### src/rtl/uart_tx.sv
// uart_tx: 8-bit async serial transmitter (start, LSB-first data, optional even parity, stop bits).
// Define UART_TX_PARITY_EN to insert an even-parity bit after D7.
module uart_tx #(
   parameter int CLKS_PER_BIT = 434,
   parameter int STOP_BITS    = 1
) (
   input  logic       clk,
   input  logic       rstn,
   input  logic       tx_start,
   input  logic [7:0] tx_byte,
   output logic       tx_ready,
   output logic       tx_accept,
   output logic       tx_done,
   output logic       txd
);
   localparam int CW = $clog2(CLKS_PER_BIT);
   localparam logic [CW-1:0] LAST = CW'(CLKS_PER_BIT - 1);
   localparam logic [CW-1:0] PRE  = CW'(CLKS_PER_BIT - 2);
`ifdef UART_TX_PARITY_EN
   typedef enum logic [2:0] {IDLE, START, DATA, PARITY, STOP} state_t;
   logic par_q;
`else
   typedef enum logic [2:0] {IDLE, START, DATA, STOP} state_t;
`endif
   state_t        state_q;
   logic [CW-1:0] cnt_q;
   logic [2:0]    idx_q;
   logic [7:0]    shift_q;
   logic          txd_q, ready_q, accept_q, done_q;
   logic          bit_end, stop_last;
   assign bit_end   = cnt_q == LAST;
   assign stop_last = idx_q == 3'(STOP_BITS - 1);
   assign txd       = txd_q;
   assign tx_ready  = ready_q;
   assign tx_accept = accept_q;
   assign tx_done   = done_q;
   always_ff @(posedge clk or negedge rstn) begin
      if (!rstn) begin
         state_q  <= IDLE;
         cnt_q    <= '0;
         idx_q    <= '0;
         shift_q  <= '0;
         txd_q    <= 1'b1;
         ready_q  <= 1'b1;
         accept_q <= 1'b0;
         done_q   <= 1'b0;
`ifdef UART_TX_PARITY_EN
         par_q    <= 1'b0;
`endif
      end else begin
         accept_q <= 1'b0;
         done_q   <= 1'b0;
         cnt_q    <= bit_end ? '0 : cnt_q + CW'(1);
         case (state_q)
            IDLE: begin
               cnt_q <= '0;
               if (tx_start) begin
                  shift_q  <= tx_byte;
`ifdef UART_TX_PARITY_EN
                  par_q    <= ^tx_byte;
`endif
                  state_q  <= START;
                  txd_q    <= 1'b0;
                  ready_q  <= 1'b0;
                  accept_q <= 1'b1;
               end
            end
            START: if (bit_end) begin
               state_q <= DATA;
               idx_q   <= '0;
               txd_q   <= shift_q[0];
            end
            DATA: if (bit_end) begin
               shift_q <= shift_q >> 1;
               idx_q   <= idx_q + 3'd1;
               if (idx_q == 3'd7) begin
                  idx_q   <= '0;
`ifdef UART_TX_PARITY_EN
                  state_q <= PARITY;
                  txd_q   <= par_q;
`else
                  state_q <= STOP;
                  txd_q   <= 1'b1;
`endif
               end else begin
                  txd_q <= shift_q[1];
               end
            end
`ifdef UART_TX_PARITY_EN
            PARITY: if (bit_end) begin
               state_q <= STOP;
               idx_q   <= '0;
               txd_q   <= 1'b1;
            end
`endif
            STOP: begin
               // done is registered one cycle early so it lands in the final stop-bit cycle
               if (stop_last && cnt_q == PRE) done_q <= 1'b1;
               if (bit_end) begin
                  if (stop_last) begin
                     state_q <= IDLE;
                     idx_q   <= '0;
                     ready_q <= 1'b1;
                  end else begin
                     idx_q <= idx_q + 3'd1;
                  end
               end
            end
            default: begin
               state_q <= IDLE;
               txd_q   <= 1'b1;
               ready_q <= 1'b1;
            end
         endcase
      end
   end
endmodule

### config.mk
export PLATFORM = sky130hd
export DESIGN_NAME = uart_tx
export DESIGN_NICKNAME = d
export VERILOG_FILES = /design/src/rtl/uart_tx.sv
export SDC_FILE = /design/constraint.sdc
export NUM_CORES = 1
export LEC_CHECK = 0
export CORE_MARGIN = 2
export CORE_UTILIZATION = 39
export CTS_CLUSTER_SIZE = 30
export DETAILED_ROUTE_END_ITERATION = 12
export SLEW_MARGIN = 20
export SYNTH_ARGS = -nofsm -noshare
export SYNTH_HDL_FRONTEND = slang
export SYNTH_SLANG_ARGS = --single-unit
### constraint.sdc
create_clock -name clk -period 2.8 [get_ports clk]
set_input_delay 0.56 -clock clk [delete_from_list [all_inputs] [get_ports clk]]
set_output_delay 0.56 -clock clk [all_outputs]
set_load 0.02 [all_outputs]
### Yosys cells after proc, flatten, opt, wreduce, memory -nomap -nowiden

Cells that the tools add are included.

| cells by class | value |
|---|---|
| mux-type cells | 30 |
| reduce and logical (&&, ||, !) cells | 11 |
| bitwise gates (word level) | 2 |
| equality and inequality tests | 12 |
| $add $sub $neg | 2 |

Operators with widths:

| kind | number |
|---|---|
| 3-bit two-way mux | 11 |
| 9-bit == test, second input constant | 2 |
| 9-bit two-way mux | 2 |
| 8-bit two-way mux | 2 |
| 8-bit one-hot mux with 2 select lines | 1 |
| 2-bit != test, second input constant | 6 |
| 3-bit one-hot mux with 4 select lines | 1 |
| 4-bit AND reduction | 3 |
| 1-bit two-way mux | 10 |
| 9-bit by 1-bit adder with 9-bit output, second input constant | 1 |
| 3-bit one-hot mux with 3 select lines | 1 |
| 3-bit by 2-bit == test with 1-bit output, second input constant | 2 |
| 3-bit zero test | 2 |
| 6-bit AND reduction | 1 |
| 1-bit one-hot mux with 4 select lines | 1 |
| 3-bit by 1-bit adder with 3-bit output, second input constant | 1 |
| 3-bit by 1-bit == test with 1-bit output, second input constant | 1 |
| 3-bit == test, second input constant | 1 |
| 1-bit one-hot mux with 3 select lines | 1 |
| 3-bit AND reduction | 1 |
| 3-bit nonzero test | 1 |
| 1-bit inverter | 2 |
| 2-bit nonzero test | 1 |
| 2-bit OR reduction | 1 |
| 1-bit logical AND | 1 |

| word-level totals | value |
|---|---|
| word-level logic and storage cells | 65 |
| register bits after elaboration | 27 |
| input port bits | 11 |

### Longest topological paths before layout

| depth | value |
|---|---|
| depth after elaboration | 4 |
| depth in mapped cells | 7 |

### Worst setup path before layout

Ideal clock, no wire load.

| path | value |
|---|---|
| path type | register to register |
| start | reg state_q[0] |
| end | reg shift_q[1] |
| period minus slack after synthesis | 1806 ps |
| arrival | 1683 ps |
| slack | 994 ps |
| library setup time | 123 ps |
| cell stages (with the launch flop) | 8 |
| cells stage by stage | dfrtp_1 > inv_1 > ha_1 > buf_6 > inv_1 > or4_1 > buf_2 > o221a_1 |

| on the way | value |
|---|---|
| word-level cells in the longest chain between the ends | 3 |
| elaborated cells between the ends (all ways) | 7 |

RTL lines:

| item | RTL line | text |
|---|---|---|
| start, declared | 25 | `state_t state_q;` |
| start signal, assigned | 39 | `state_q <= IDLE;` |
| start signal, assigned | 62 | `state_q <= START;` |
| start signal, assigned | 69 | `state_q <= DATA;` |
| 3-bit by 2-bit == test with 1-bit output or 3-bit zero test (tied branches) | 54 | `case (state_q)` |
| 2-bit != test (no source line) or 2-bit nonzero test (tied branches) | n/a |  |
| 3-bit AND reduction (no source line) | n/a |  |
| end signal, assigned | 58 | `shift_q <= tx_byte;` |
| end signal, assigned | 74 | `shift_q <= shift_q >> 1;` |
| end, declared | 28 | `logic [7:0] shift_q;` |

Several ways; a longest one is shown, not always the timed one.
A chain may end at the register's enable or synchronous reset.

### Worst setup path in the final report

| path | value |
|---|---|
| start | reg state_q[0] |
| end | reg shift_q[3] |

The elaborated chain is that of the path after synthesis.

==> results.md <==
Run status:
- The run finished with clean final reports.

Floorplan:
- The number of placement rows is 22.
- The width of the die is 64.9 um.
- The floorplan step defined a die boundary enclosing 0.00421 mm2.
- The vertical die dimension is 64.9 um.
- The area of the placeable core is 0.00361 mm2.
- The initial utilization of the core area, before any placement, comes to 40.1%.
- The total I/O pin count is 15.

Detailed routing:
- After detailed routing, the average wire length per cell comes to 13.8 um.
- The via-per-instance ratio is 5.09.
- The first TritonRoute pass finished after 4 iterations.
- The via count is 1039.
- Once detail routing completed, the nets flagged for antenna violations numbered 0.
- The number of remaining DRC errors is 0.
- Summed over all layers, the routed wires come to 2820 um.
- After the first detailed-routing iteration, the DRC count stood at 64.

Layout:
- The share of the core filled with cells in the final layout is 47.2%.
- The number of antenna diodes in the final layout is 0.
- The area overhead of the layout relative to synthesis is 17.7%.
- The library cells used most frequently in the layout, excluding fill and tap cells, are sky130_fd_sc_hd__dfrtp_1 (24), sky130_fd_sc_hd__nor2_1 (19), sky130_fd_sc_hd__clkdlybuf4s50_1 (14).
- The library cell used most frequently in the layout, excluding fill and tap cells, is sky130_fd_sc_hd__dfrtp_1.
- In the final design database the tool counted 178 nets.
- The fraction of final layout cells sized beyond drive strength 1 is 14.1%.
- The post-route non-filler standard cell count is 204.

Synthesis:
- Synthesis produced a netlist with a net count of 162.
- The synthesized instance count is 141.
- The number of flops mapped to enable cells by yosys is 0.
- The number of library cell types mapped by synthesis is 36.
- The mux contribution to synthesized area is 2.34%.
- The main flop type after synthesis is sky130_fd_sc_hd__dfrtp_1.
- The xor/xnor share of the synthesized area is 4.24%.
- The post-synthesis cell area is 0.00145 mm2.
- The area fraction in compound gates after synthesis is 14.4%.
- After synthesis, the share of flip-flops with an asynchronous set or reset is 100%.
- Of the total synthesized cell area, the portion taken by full adders, half adders and majority gates is 8.66%.
- The synthesized area divided by synthesized cell count is 10.2 um2.
- The count of yosys warnings during synthesis is 0.
- Sequential cells were found to cover 45.2% of the synthesized design area.
- Of the total synthesized cell area, the portion taken by AND, OR, NAND and NOR gates is 21.2%.
- The combinational family with the most area after synthesis is simple AND/OR/NAND/NOR gates.
- The synthesized flop and latch total is 26.

Critical path:
- The largest fanout on the critical path is 9.
- The critical path in this run is classified as flip-flop to flip-flop.
- Across all register-to-register paths, the minimum setup slack is 0.66 ns.
- Tracing the worst setup path back leads to its startpoint at state_q[0].
- In this run the critical register-to-register path is launched from state_q[0].
- The end of the critical path is shift_q[3].
- The worst setup path is launched from a flip-flop.
- Data on the critical path is required at its endpoint by 2.96 ns.
- The worst flop-to-flop path endpoint is shift_q[3].
- STA classifies the critical path endpoint as a flip-flop.
- Data arrives at the worst endpoint at 2.31 ns.
- Counting cells, the worst reg-to-reg path comes to 5.

Placed design:
- The congestion estimate from routability-driven global placement came to 0.846.
- Once placement completed, the tool counted placed cells totaling 200.
- Input and output buffers added on the ports amount to 14.
- The detailed placement HPWL is 2040 um.

Timing:
- At the pin with the least slew margin, the transition time is 0.514 ns.
- The period utilization is 76.5%.
- The sum of negative setup slack is 0 ns.
- Derived from the worst setup path, the maximum achievable clock frequency is 467 MHz.
- The number of slew-limit violations in the final report came to 0.
- Final hold analysis gives a worst-case slack of 0.531 ns.
- Subtracting the final worst setup slack from the clock period gives 2.14 ns.
- The final setup violation count is 0.
- Setup repair after global routing left no endpoint under its margin.
- The worst pin sits at a relative slew slack of 65.7%.
- Between clock sinks in the finished design, the worst skew comes to 0.00145 ns.
- The final-report hold violation count was 0.

Clock tree:
- The total of hold buffers inserted after clock tree synthesis is 0.
- In this run, CTS created clock tree buffers numbering 3.
- Clock-pin slew was measured on the worst setup and hold paths at 0.09 ns.
- Buffers added to address setup during post-CTS repair amount to 0.
- The number of instances resized during post-cts repair is 0.
- At the later pin of the worst-skew pair, clock insertion delay measures 0.27 ns.
- The clock passes through at most 2 buffers.
- The clock tree root buffer cell is sky130_fd_sc_hd__clkbuf_8.
- The TritonCTS clock tree is yes.
- The CTS sink count is 26.
- The H-tree depth reported by CTS is 1.

GRT:
- The pin count of the biggest net entering global routing is 27.
- The initial antenna violation count is 0.
- The met1 usage is 20.1%.
- For met3 alone, demand over resource in global routing was 3.13%.
- The global-route track usage on met2 is 24.6%.
- The aggregate global routing overflow is 0.
- The layer flagged by global routing as most heavily used is met2.
- Global routing consumed, over all layers together, 15.1% of the routing resources.
- The first-pass GRT wire length is 4940 um.
- The number of global-route vias before repair is 1054.

Power:
- The total power divided by cell area is 923 mW/mm2.
- The design draws 0.00157 W.
- The cell leakage power is 0.742 nW.
- The peak supply drop is 0.000323 V.

Worst hold path:
- The tightest min-delay check is of the flip-flop to flip-flop type.
- The startpoint identified for the worst hold timing path is tx_ready.

Flow run:
- Across the run, the number of max-cap violations was 0.
==> layer usage <==
| metal | vias up | wire, um |
|---|---|---|
| met5 | - | 0 |
| met4 | 0 | 29 |
| met3 | 4 | 92 |
| met2 | 16 | 1360 |
| met1 | 502 | 1340 |
| li1 | 517 | - |
==> worst min-delay path by stage <==
stage / endpoint / slack (ns) / cells after the start
global route: tx_ready / 0.56 / 2
global placement: tx_ready / 0.51 / 2
floorplan: cnt_q[0] / 0.26 / 0
detailed placement: tx_ready / 0.51 / 2
CTS: tx_ready / 0.53 / 2
finish: tx_ready / 0.53 / 2
==> sequential cells by signal, indices dropped and copies added (netlist names) <==
name	cells
idx_q	3
state_q	2
shift_q	8
tx_accept	1
tx_ready	1
txd	1
tx_done	1
cnt_q	9
==> Yosys cell counts, drive strengths merged, types with 2 or more instances <==
library cell | number | area share, %
a21oi | 2 | 0.69
and2 | 2 | 0.95
buf | 3 | 1.4
dfrtp | 24 | 42
dfstp | 2 | 3.6
ha | 10 | 8.7
inv | 9 | 2.3
mux2 | 3 | 2.3
nand2 | 11 | 2.9
nand2b | 3 | 1.3
nand3 | 5 | 2.6
nor2 | 19 | 4.9
nor2b | 3 | 1.3
nor3 | 4 | 1.4
nor4 | 2 | 0.87
o21ai | 5 | 1.7
o221a | 7 | 5.5
o2bb2ai | 2 | 1.2
or2 | 7 | 3.0
xnor2 | 5 | 3.0
xor2 | 2 | 1.2
==> through the flow <==
stage          area, um2  setup slack [ns]
2_1_floorplan       1450             0.994
3_3_place_gp        1630             0.598
3_5_place_dp        1630             0.540
4_1_cts             1700             0.646
5_1_grt             1700             0.510
6_report            1700             0.657
==> cell type report <==
type | instances | area (um2)
clock buffers | 3 | 41.3
clock inverters | 1 | 30.0
fillers | 340 | 1910
inverters | 9 | 33.8
multi-input cells | 102 | 734
flip-flops and latches | 26 | 653
well taps | 48 | 60.1
repair buffers | 15 | 148
==> cell families (layout without fill, tap and decap cells) <==
logic type,Yosys count,count (layout)
AO/OA/AOI/OAI,23,23
XOR/XNOR,7,7
buffers and inverters,13,28
multiplexers,3,3
adder cells (fa/ha/maj),10,10
flip-flops,26,26
AND/OR/NAND/NOR,59,59
==> power breakdown <==
part | switching, W | leakage (nW) | internal, W
registers | 0.0000971 | 0.325 | 0.000504
logic | 0.000354 | 0.381 | 0.000301
clock network | 0.000122 | 0.0357 | 0.000191
==> critical path, cell delays in order, from the launching register on <==
cell and delay (ns):
sky130_fd_sc_hd__dfrtp_1 0.42, sky130_fd_sc_hd__inv_1 0.09, sky130_fd_sc_hd__ha_1 0.33, sky130_fd_sc_hd__inv_1 0.19, sky130_fd_sc_hd__or4_1 0.69, sky130_fd_sc_hd__o221a_1 0.31
No activity file was read; power rests on OpenSTA's default activity.
